File: src/rtl/core_pkg.sv
// core_pkg: RV32I constants shared by fetch, decode and the immediate extender,
// plus the fetch state encoding.
package core_pkg;

  localparam int XLEN = 32;

  localparam logic [XLEN-1:0] NOP = 32'h0000_0013;

  localparam logic [6:0] OPC_LUI    = 7'b0110111;
  localparam logic [6:0] OPC_AUIPC  = 7'b0010111;
  localparam logic [6:0] OPC_JAL    = 7'b1101111;
  localparam logic [6:0] OPC_JALR   = 7'b1100111;
  localparam logic [6:0] OPC_BRANCH = 7'b1100011;
  localparam logic [6:0] OPC_LOAD   = 7'b0000011;
  localparam logic [6:0] OPC_STORE  = 7'b0100011;
  localparam logic [6:0] OPC_OP_IMM = 7'b0010011;
  localparam logic [6:0] OPC_OP     = 7'b0110011;

  typedef enum logic [1:0] {
    ST_RUN  = 2'd0,
    ST_WAIT = 2'd1,
    ST_HALT = 2'd2
  } fetch_state_e;

endpackage

File: src/rtl/fetch_fifo.sv
// fetch_fifo: synchronous FIFO holding {instr, pc} pairs. Flush empties it in
// one cycle and overrides a simultaneous push or pop.
module fetch_fifo #(
  parameter int DEPTH = 2,
  parameter int WIDTH = 64
) (
  input  logic             clk,
  input  logic             rst,
  input  logic             i_flush,
  input  logic             i_push,
  input  logic [WIDTH-1:0] i_push_data,
  input  logic             i_pop,
  output logic [WIDTH-1:0] o_head,
  output logic             o_empty,
  output logic             o_full
);

  localparam int AW = $clog2(DEPTH);
  localparam logic [AW:0] FULL_CNT = (AW+1)'(DEPTH);

  logic [WIDTH-1:0] r_mem [DEPTH];
  logic [AW-1:0]    r_wr_ptr;
  logic [AW-1:0]    r_rd_ptr;
  logic [AW:0]      r_count;
  logic             w_push;
  logic             w_pop;

  assign o_empty = (r_count == '0);
  assign o_full  = (r_count == FULL_CNT);
  assign o_head  = r_mem[r_rd_ptr];
  assign w_push  = i_push && !o_full;
  assign w_pop   = i_pop && !o_empty;

  // Storage, pointers and occupancy; flush wins over push/pop.
  always_ff @(posedge clk) begin
    if (rst) begin
      r_wr_ptr <= '0;
      r_rd_ptr <= '0;
      r_count  <= '0;
      for (int i = 0; i < DEPTH; i++) r_mem[i] <= '0;
    end else if (i_flush) begin
      r_wr_ptr <= '0;
      r_rd_ptr <= '0;
      r_count  <= '0;
    end else begin
      if (w_push) begin
        r_mem[r_wr_ptr] <= i_push_data;
        r_wr_ptr        <= r_wr_ptr + AW'(1);
      end
      if (w_pop) r_rd_ptr <= r_rd_ptr + AW'(1);
      if (w_push && !w_pop)      r_count <= r_count + (AW+1)'(1);
      else if (w_pop && !w_push) r_count <= r_count - (AW+1)'(1);
    end
  end

endmodule

File: src/rtl/fetch_unit.sv
// fetch_unit: RV32I instruction fetch. Owns the PC, keeps at most one word
// read outstanding, buffers returned words and handles branch redirects.
// Optional feature macro: FETCH_MISALIGN_TRAP_EN (misaligned redirect target
// halts fetch and raises a sticky fetch_fault; otherwise low bits are masked).
//
// state   | meaning
// --------+------------------------------------------------------
// ST_RUN  | no request outstanding; request while FIFO has room
// ST_WAIT | one request accepted, waiting for its response
// ST_HALT | misaligned redirect seen; fetch stopped until rst
module fetch_unit
  import core_pkg::*;
#(
  parameter logic [XLEN-1:0] RESET_PC = 32'h0000_0000,
  parameter int              DEPTH    = 2
) (
  input  logic            clk,
  input  logic            rst,
  output logic            imem_req_valid,
  input  logic            imem_req_ready,
  output logic [XLEN-1:0] imem_req_addr,
  input  logic            imem_rsp_valid,
  input  logic [XLEN-1:0] imem_rsp_data,
  input  logic            redirect_valid,
  input  logic [XLEN-1:0] redirect_pc,
  output logic            dec_valid,
  input  logic            dec_ready,
  output logic [XLEN-1:0] dec_instr,
  output logic [XLEN-1:0] dec_pc,
  output logic            fetch_fault
);

  fetch_state_e    r_state;
  fetch_state_e    w_state_nxt;
  logic [XLEN-1:0] r_fetch_pc;
  logic [XLEN-1:0] w_fetch_pc_nxt;
  logic [XLEN-1:0] r_issue_pc;
  logic [XLEN-1:0] w_issue_pc_nxt;
  logic            r_discard;
  logic            w_discard_nxt;
  logic            w_accept;
  logic            w_redirect;
  logic            w_push;
  logic            w_pop;
  logic            w_flush;
  logic            w_fifo_empty;
  logic            w_fifo_full;
  logic [2*XLEN-1:0] w_head;
  logic [XLEN-1:0] w_target;

`ifdef FETCH_MISALIGN_TRAP_EN
  logic w_misalign;
  logic w_fault_set;
  logic r_fault;
  assign w_target   = redirect_pc;
  assign w_misalign = (redirect_pc[1:0] != 2'b00);
`else
  logic [1:0] w_unused_lsb;
  assign w_target     = {redirect_pc[XLEN-1:2], 2'b00};
  assign w_unused_lsb = redirect_pc[1:0];
`endif

  assign imem_req_valid = !rst && (r_state == ST_RUN) && !w_fifo_full;
  assign imem_req_addr  = r_fetch_pc;
  assign w_accept       = imem_req_valid && imem_req_ready;
  assign w_redirect     = redirect_valid && (r_state != ST_HALT);
  assign dec_valid      = !w_fifo_empty;
  assign w_pop          = dec_valid && dec_ready;
  assign dec_instr      = w_head[2*XLEN-1:XLEN];
  assign dec_pc         = w_head[XLEN-1:0];

  fetch_fifo #(
    .DEPTH (DEPTH),
    .WIDTH (2*XLEN)
  ) u_fifo (
    .clk         (clk),
    .rst         (rst),
    .i_flush     (w_flush),
    .i_push      (w_push),
    .i_push_data ({imem_rsp_data, r_issue_pc}),
    .i_pop       (w_pop),
    .o_head      (w_head),
    .o_empty     (w_fifo_empty),
    .o_full      (w_fifo_full)
  );

  // Next-state, PC and FIFO control; a redirect overrides everything else.
  always_comb begin
    w_state_nxt    = r_state;
    w_fetch_pc_nxt = r_fetch_pc;
    w_issue_pc_nxt = r_issue_pc;
    w_discard_nxt  = r_discard;
    w_push         = 1'b0;
    w_flush        = 1'b0;
`ifdef FETCH_MISALIGN_TRAP_EN
    w_fault_set    = 1'b0;
`endif
    case (r_state)
      ST_RUN: begin
        // A response here is the stale one left over from a reset in WAIT.
        if (imem_rsp_valid) w_discard_nxt = 1'b0;
        if (w_accept) begin
          w_state_nxt    = ST_WAIT;
          w_issue_pc_nxt = r_fetch_pc;
          w_fetch_pc_nxt = r_fetch_pc + 32'd4;
        end
      end
      ST_WAIT: begin
        if (imem_rsp_valid) begin
          w_state_nxt   = ST_RUN;
          w_push        = !r_discard;
          w_discard_nxt = 1'b0;
        end
      end
      default: ;
    endcase
    if (w_redirect) begin
      w_flush        = 1'b1;
      w_push         = 1'b0;
      w_fetch_pc_nxt = w_target;
      if (w_accept || (r_state == ST_WAIT && !imem_rsp_valid)) w_discard_nxt = 1'b1;
`ifdef FETCH_MISALIGN_TRAP_EN
      if (w_misalign) begin
        w_state_nxt = ST_HALT;
        w_fault_set = 1'b1;
      end
`endif
    end
  end

  // State register; reset in WAIT leaves one response in flight, so arm discard.
  always_ff @(posedge clk) begin
    if (rst) begin
      r_state    <= ST_RUN;
      r_fetch_pc <= RESET_PC;
      r_issue_pc <= RESET_PC;
      r_discard  <= (r_state == ST_WAIT) || (r_discard && !imem_rsp_valid);
    end else begin
      r_state    <= w_state_nxt;
      r_fetch_pc <= w_fetch_pc_nxt;
      r_issue_pc <= w_issue_pc_nxt;
      r_discard  <= w_discard_nxt;
    end
  end

`ifdef FETCH_MISALIGN_TRAP_EN
  // Sticky fault flag, cleared only by reset.
  always_ff @(posedge clk) begin
    if (rst)              r_fault <= 1'b0;
    else if (w_fault_set) r_fault <= 1'b1;
  end
  assign fetch_fault = r_fault;
`else
  assign fetch_fault = 1'b0;
`endif

endmodule

File: config.mk
export PLATFORM = sky130hd
export DESIGN_NAME = fetch_unit
export DESIGN_NICKNAME = d
export VERILOG_FILES = /design/src/rtl/core_pkg.sv /design/src/rtl/fetch_fifo.sv /design/src/rtl/fetch_unit.sv
export SDC_FILE = /design/constraint.sdc
export NUM_CORES = 1
export LEC_CHECK = 0
export ABC_AREA = 1
export BUFFER_PORTS_ARGS = -buffer_cell sky130_fd_sc_hd__buf_2
export CAP_MARGIN = 15
export CORE_MARGIN = 2
export CORE_UTILIZATION = 35
export CTS_CLUSTER_SIZE = 20
export DETAILED_ROUTE_END_ITERATION = 16
export GPL_ROUTABILITY_DRIVEN = 0
export PLACE_DENSITY = 0.54
export SYNTH_ARGS = -nofsm -noshare
export SYNTH_HDL_FRONTEND = slang
export SYNTH_SLANG_ARGS = --single-unit
File: constraint.sdc
create_clock -name clk -period 3.9 [get_ports clk]
set_clock_uncertainty 0.1 [all_clocks]
set_input_delay 0.39 -clock clk [delete_from_list [all_inputs] [get_ports clk]]
set_output_delay 0.39 -clock clk [all_outputs]
set_load 0.02 [all_outputs]
==> results.ini <==
[die]
initial_core_util_pct = 35.6
core.rowCount = 57
die_w_um = 161
pin_count = 169
die_area_um2 = 25900
die_h_um = 161
core_um2 = 24200

[route]
dr.pass1.iters = 5
viasPerCell = 4.53
first_iter_violations = 409
remaining_drc_errors = 0
postRouteAntennaNets = 0
vias = 6339
drt-total-wl_um = 20000
wl_per_cell_um = 14.3

[place]
placed_area_um2 = 9710
dp.final_hpwl_um = 13100
port_buffers = 161

[worst_setup_path]
endpoint_kind = output port
arrival_ps = 2190
crit_path_max_fanout = 32
cp_top_family = flip-flops
max_stage_delay_ps = 880
worstSetupStartpointType = flop
reg2regPathDepth = 9
required_ps = 3410
cp_slowest_cell = dfxtp_2
critPathBufInv = 2
r2r-end = imem_req_addr[12]
r2r_slack_ps = 1690
path_cells = buf_12 > mux2_2 > buf_2
r2r_start = u_fifo.r_count[0]
worst-setup-path-type = flop to output port

[synthesis]
ys_types = 29
ys_top_cells_by_area = edfxtp_1 (43%), dfxtp_1 (16%), nand2_1 (8.1%)
synth-seq-cells = 191
synth_top_area_cell = edfxtp_1
post-synth-top-area-fraction_pct = 43.2
syn_avg_cell_area_um2 = 9.44
yosys_warnings = 0
ys_seq_area_share_pct = 58.7
syn_area_um2 = 8630
synth_cells = 914

[global_routing]
grt_max_degree = 63
grt_util_all_layers_pct = 16.0
grt_pass1_vias = 6183
antenna_found_initial = 0
grt_pass1_wl_um = 32600
grt_remaining_overflow = 0

[sta]
finalSetupTns_ps = 0
rsz0062_at_grt = no
period_share_pct = 68.6
hold_viol = 0
setup_viol = 0
tightestPinTransition_ps = 846
finalCriticalPeriod_ps = 2680
relSlewSlack_pct = 43.6
fmax_mhz = 374
slew_viol_final = 0

[finish]
syn2layout_area_growth_pct = 18.9
antennaDiodeCount = 0
drive_gt1_share_pct = 25.7
multiInputGateArea_um2 = 2960
layout.nets = 1134
seqCellArea_um2 = 5070
final_cell_mix = nand2_1 (184), nor2_1 (172), buf_2 (161)
stdcell_area_um2 = 10300
final_common_cell = nand2_1
fillers = 2435

[flow_run]
drv_cap = 0

[cts]
cts_root_buf = clkbuf_16
clkLatencyLatePin_ps = 430
numClockSinks = 191
path_clk_slew_ps = 70
post_cts_resized = 0
postCtsSetupRepairBufs = 0
cts_buffer_depth = 2
htree_levels = 4
numCtsBuffers = 17
cts_hold_buf = 0
cts_tree = built

[min_path]
min_from = imem_rsp_valid
hold_class = input port to flop
min_to = r_state[0]
holdPathStages = 2

[power]
p_leak_uw = 0.00416
finalPower_uw = 4310
vdd_drop_max_v = 0.000213
power_density_nw_per_um2 = 421

[outcome]
outcome = finished, final reports clean

==> Yosys cell counts (all sizes together) <==
| master | instances |
|---|---|
| o21ai | 64 |
| inv | 99 |
| nand3 | 40 |
| nand2 | 189 |
| o211ai | 2 |
| mux2 | 62 |
| clkbuf | 21 |
| xnor2 | 4 |
| buf | 22 |
| nor3 | 1 |
| a31oi | 8 |
| o31ai | 1 |
| dfxtp | 67 |
| clkinv | 1 |
| and2 | 1 |
| nand3b | 1 |
| nor2 | 173 |
| edfxtp | 124 |
| or2 | 3 |
| a21oi | 28 |
| conb | 1 |
| ha | 2 |
==> worst register-to-register path, delay by kind of cell (launching register included) <==
family | cells | cell delay (ps)
AOI/OAI and AO/OA | 1 | 170
and+or+nand+nor | 5 | 990
buffers and inverters | 3 | 570
DFF | 1 | 320
==> logic make-up after synthesis <==
| group | after synthesis | synth area share, % |
|---|---|---|
| AND/OR/NAND/NOR | 408 | 19.1 |
| XOR/XNOR | 4 | 0.406 |
| other | 1 | 0.0435 |
| adder cells (fa/ha/maj) | 2 | 0.290 |
| buffers and inverters | 143 | 7.17 |
| flip-flops | 191 | 58.7 |
| AO/OA/AOI/OAI | 103 | 6.18 |
| multiplexers | 62 | 8.09 |
==> layout make-up <==
cell class,count,area share (%)
repair buffers,168,8.74
clock buffers,17,4.15
well taps,324,3.95
inverters,100,3.66
flip-flops and latches,191,49.4
clock inverters,15,1.21
multi-input cells,584,28.9
==> per-stage QoR <==
| stage | worst slack (ps) | cells | hold slack [ps] | utilization (%) |
|---|---|---|---|---|
| 3_5_place_dp | 1290 | 1367 | 359 | 40.0 |
| 4_1_cts | 1130 | 1399 | 66.2 | 42.3 |
| 2_1_floorplan | 718 | 918 | 347 | - |
| 5_1_grt | 1090 | 1399 | 78.3 | 42.3 |
| 6_report | 1220 | 1399 | 86.3 | 42.3 |
| 3_3_place_gp | 1330 | 1367 | 355 | 40.0 |
==> how the worst max path moves through the flow <==
stage	startpoint	endpoint	slack (ps)	cells past startpoint
after floorplan	redirect_valid	u_fifo.r_mem[0][10]	720	7
after global placement	redirect_valid	u_fifo.r_mem[1][47]	1330	8
after detailed placement	redirect_valid	u_fifo.r_mem[1][47]	1290	8
after CTS	flop	dec_pc[9]	1130	3
after global routing	flop	dec_pc[18]	1090	3
final	flop	dec_pc[17]	1220	3
==> state kept, by name, summed over array words and instances (netlist names), named ones only <==
name / count
imem_req_addr: 30
r_discard: 1
r_issue_pc: 30
r_state: 1
u_fifo.r_count: 2
u_fifo.r_mem: 124
u_fifo.r_rd_ptr: 1
u_fifo.r_wr_ptr: 1
==> metal layers <==
| metal | vias up | wire length, um | global-route usage, % | share of wire (%) |
|---|---|---|---|---|
| met5 | - | 0 | 0 | 0 |
| met4 | 0 | 136 | 3.53 | 0.68 |
| met3 | 7 | 937 | 3.47 | 4.7 |
| met2 | 163 | 9170 | 25.5 | 46 |
| met1 | 2888 | 9740 | 22.4 | 49 |
| li1 | 3281 | - | - | - |
==> where the power goes <==
group / internal [uW] / total (uW) / leakage, uW / switching (uW)
logic: 133 / 390 / 0.00206 / 257
clock network: 835 / 1640 / 0.000263 / 802
registers: 2240 / 2290 / 0.00184 / 51.5
Note: power is estimated with default switching activity, not from simulation.
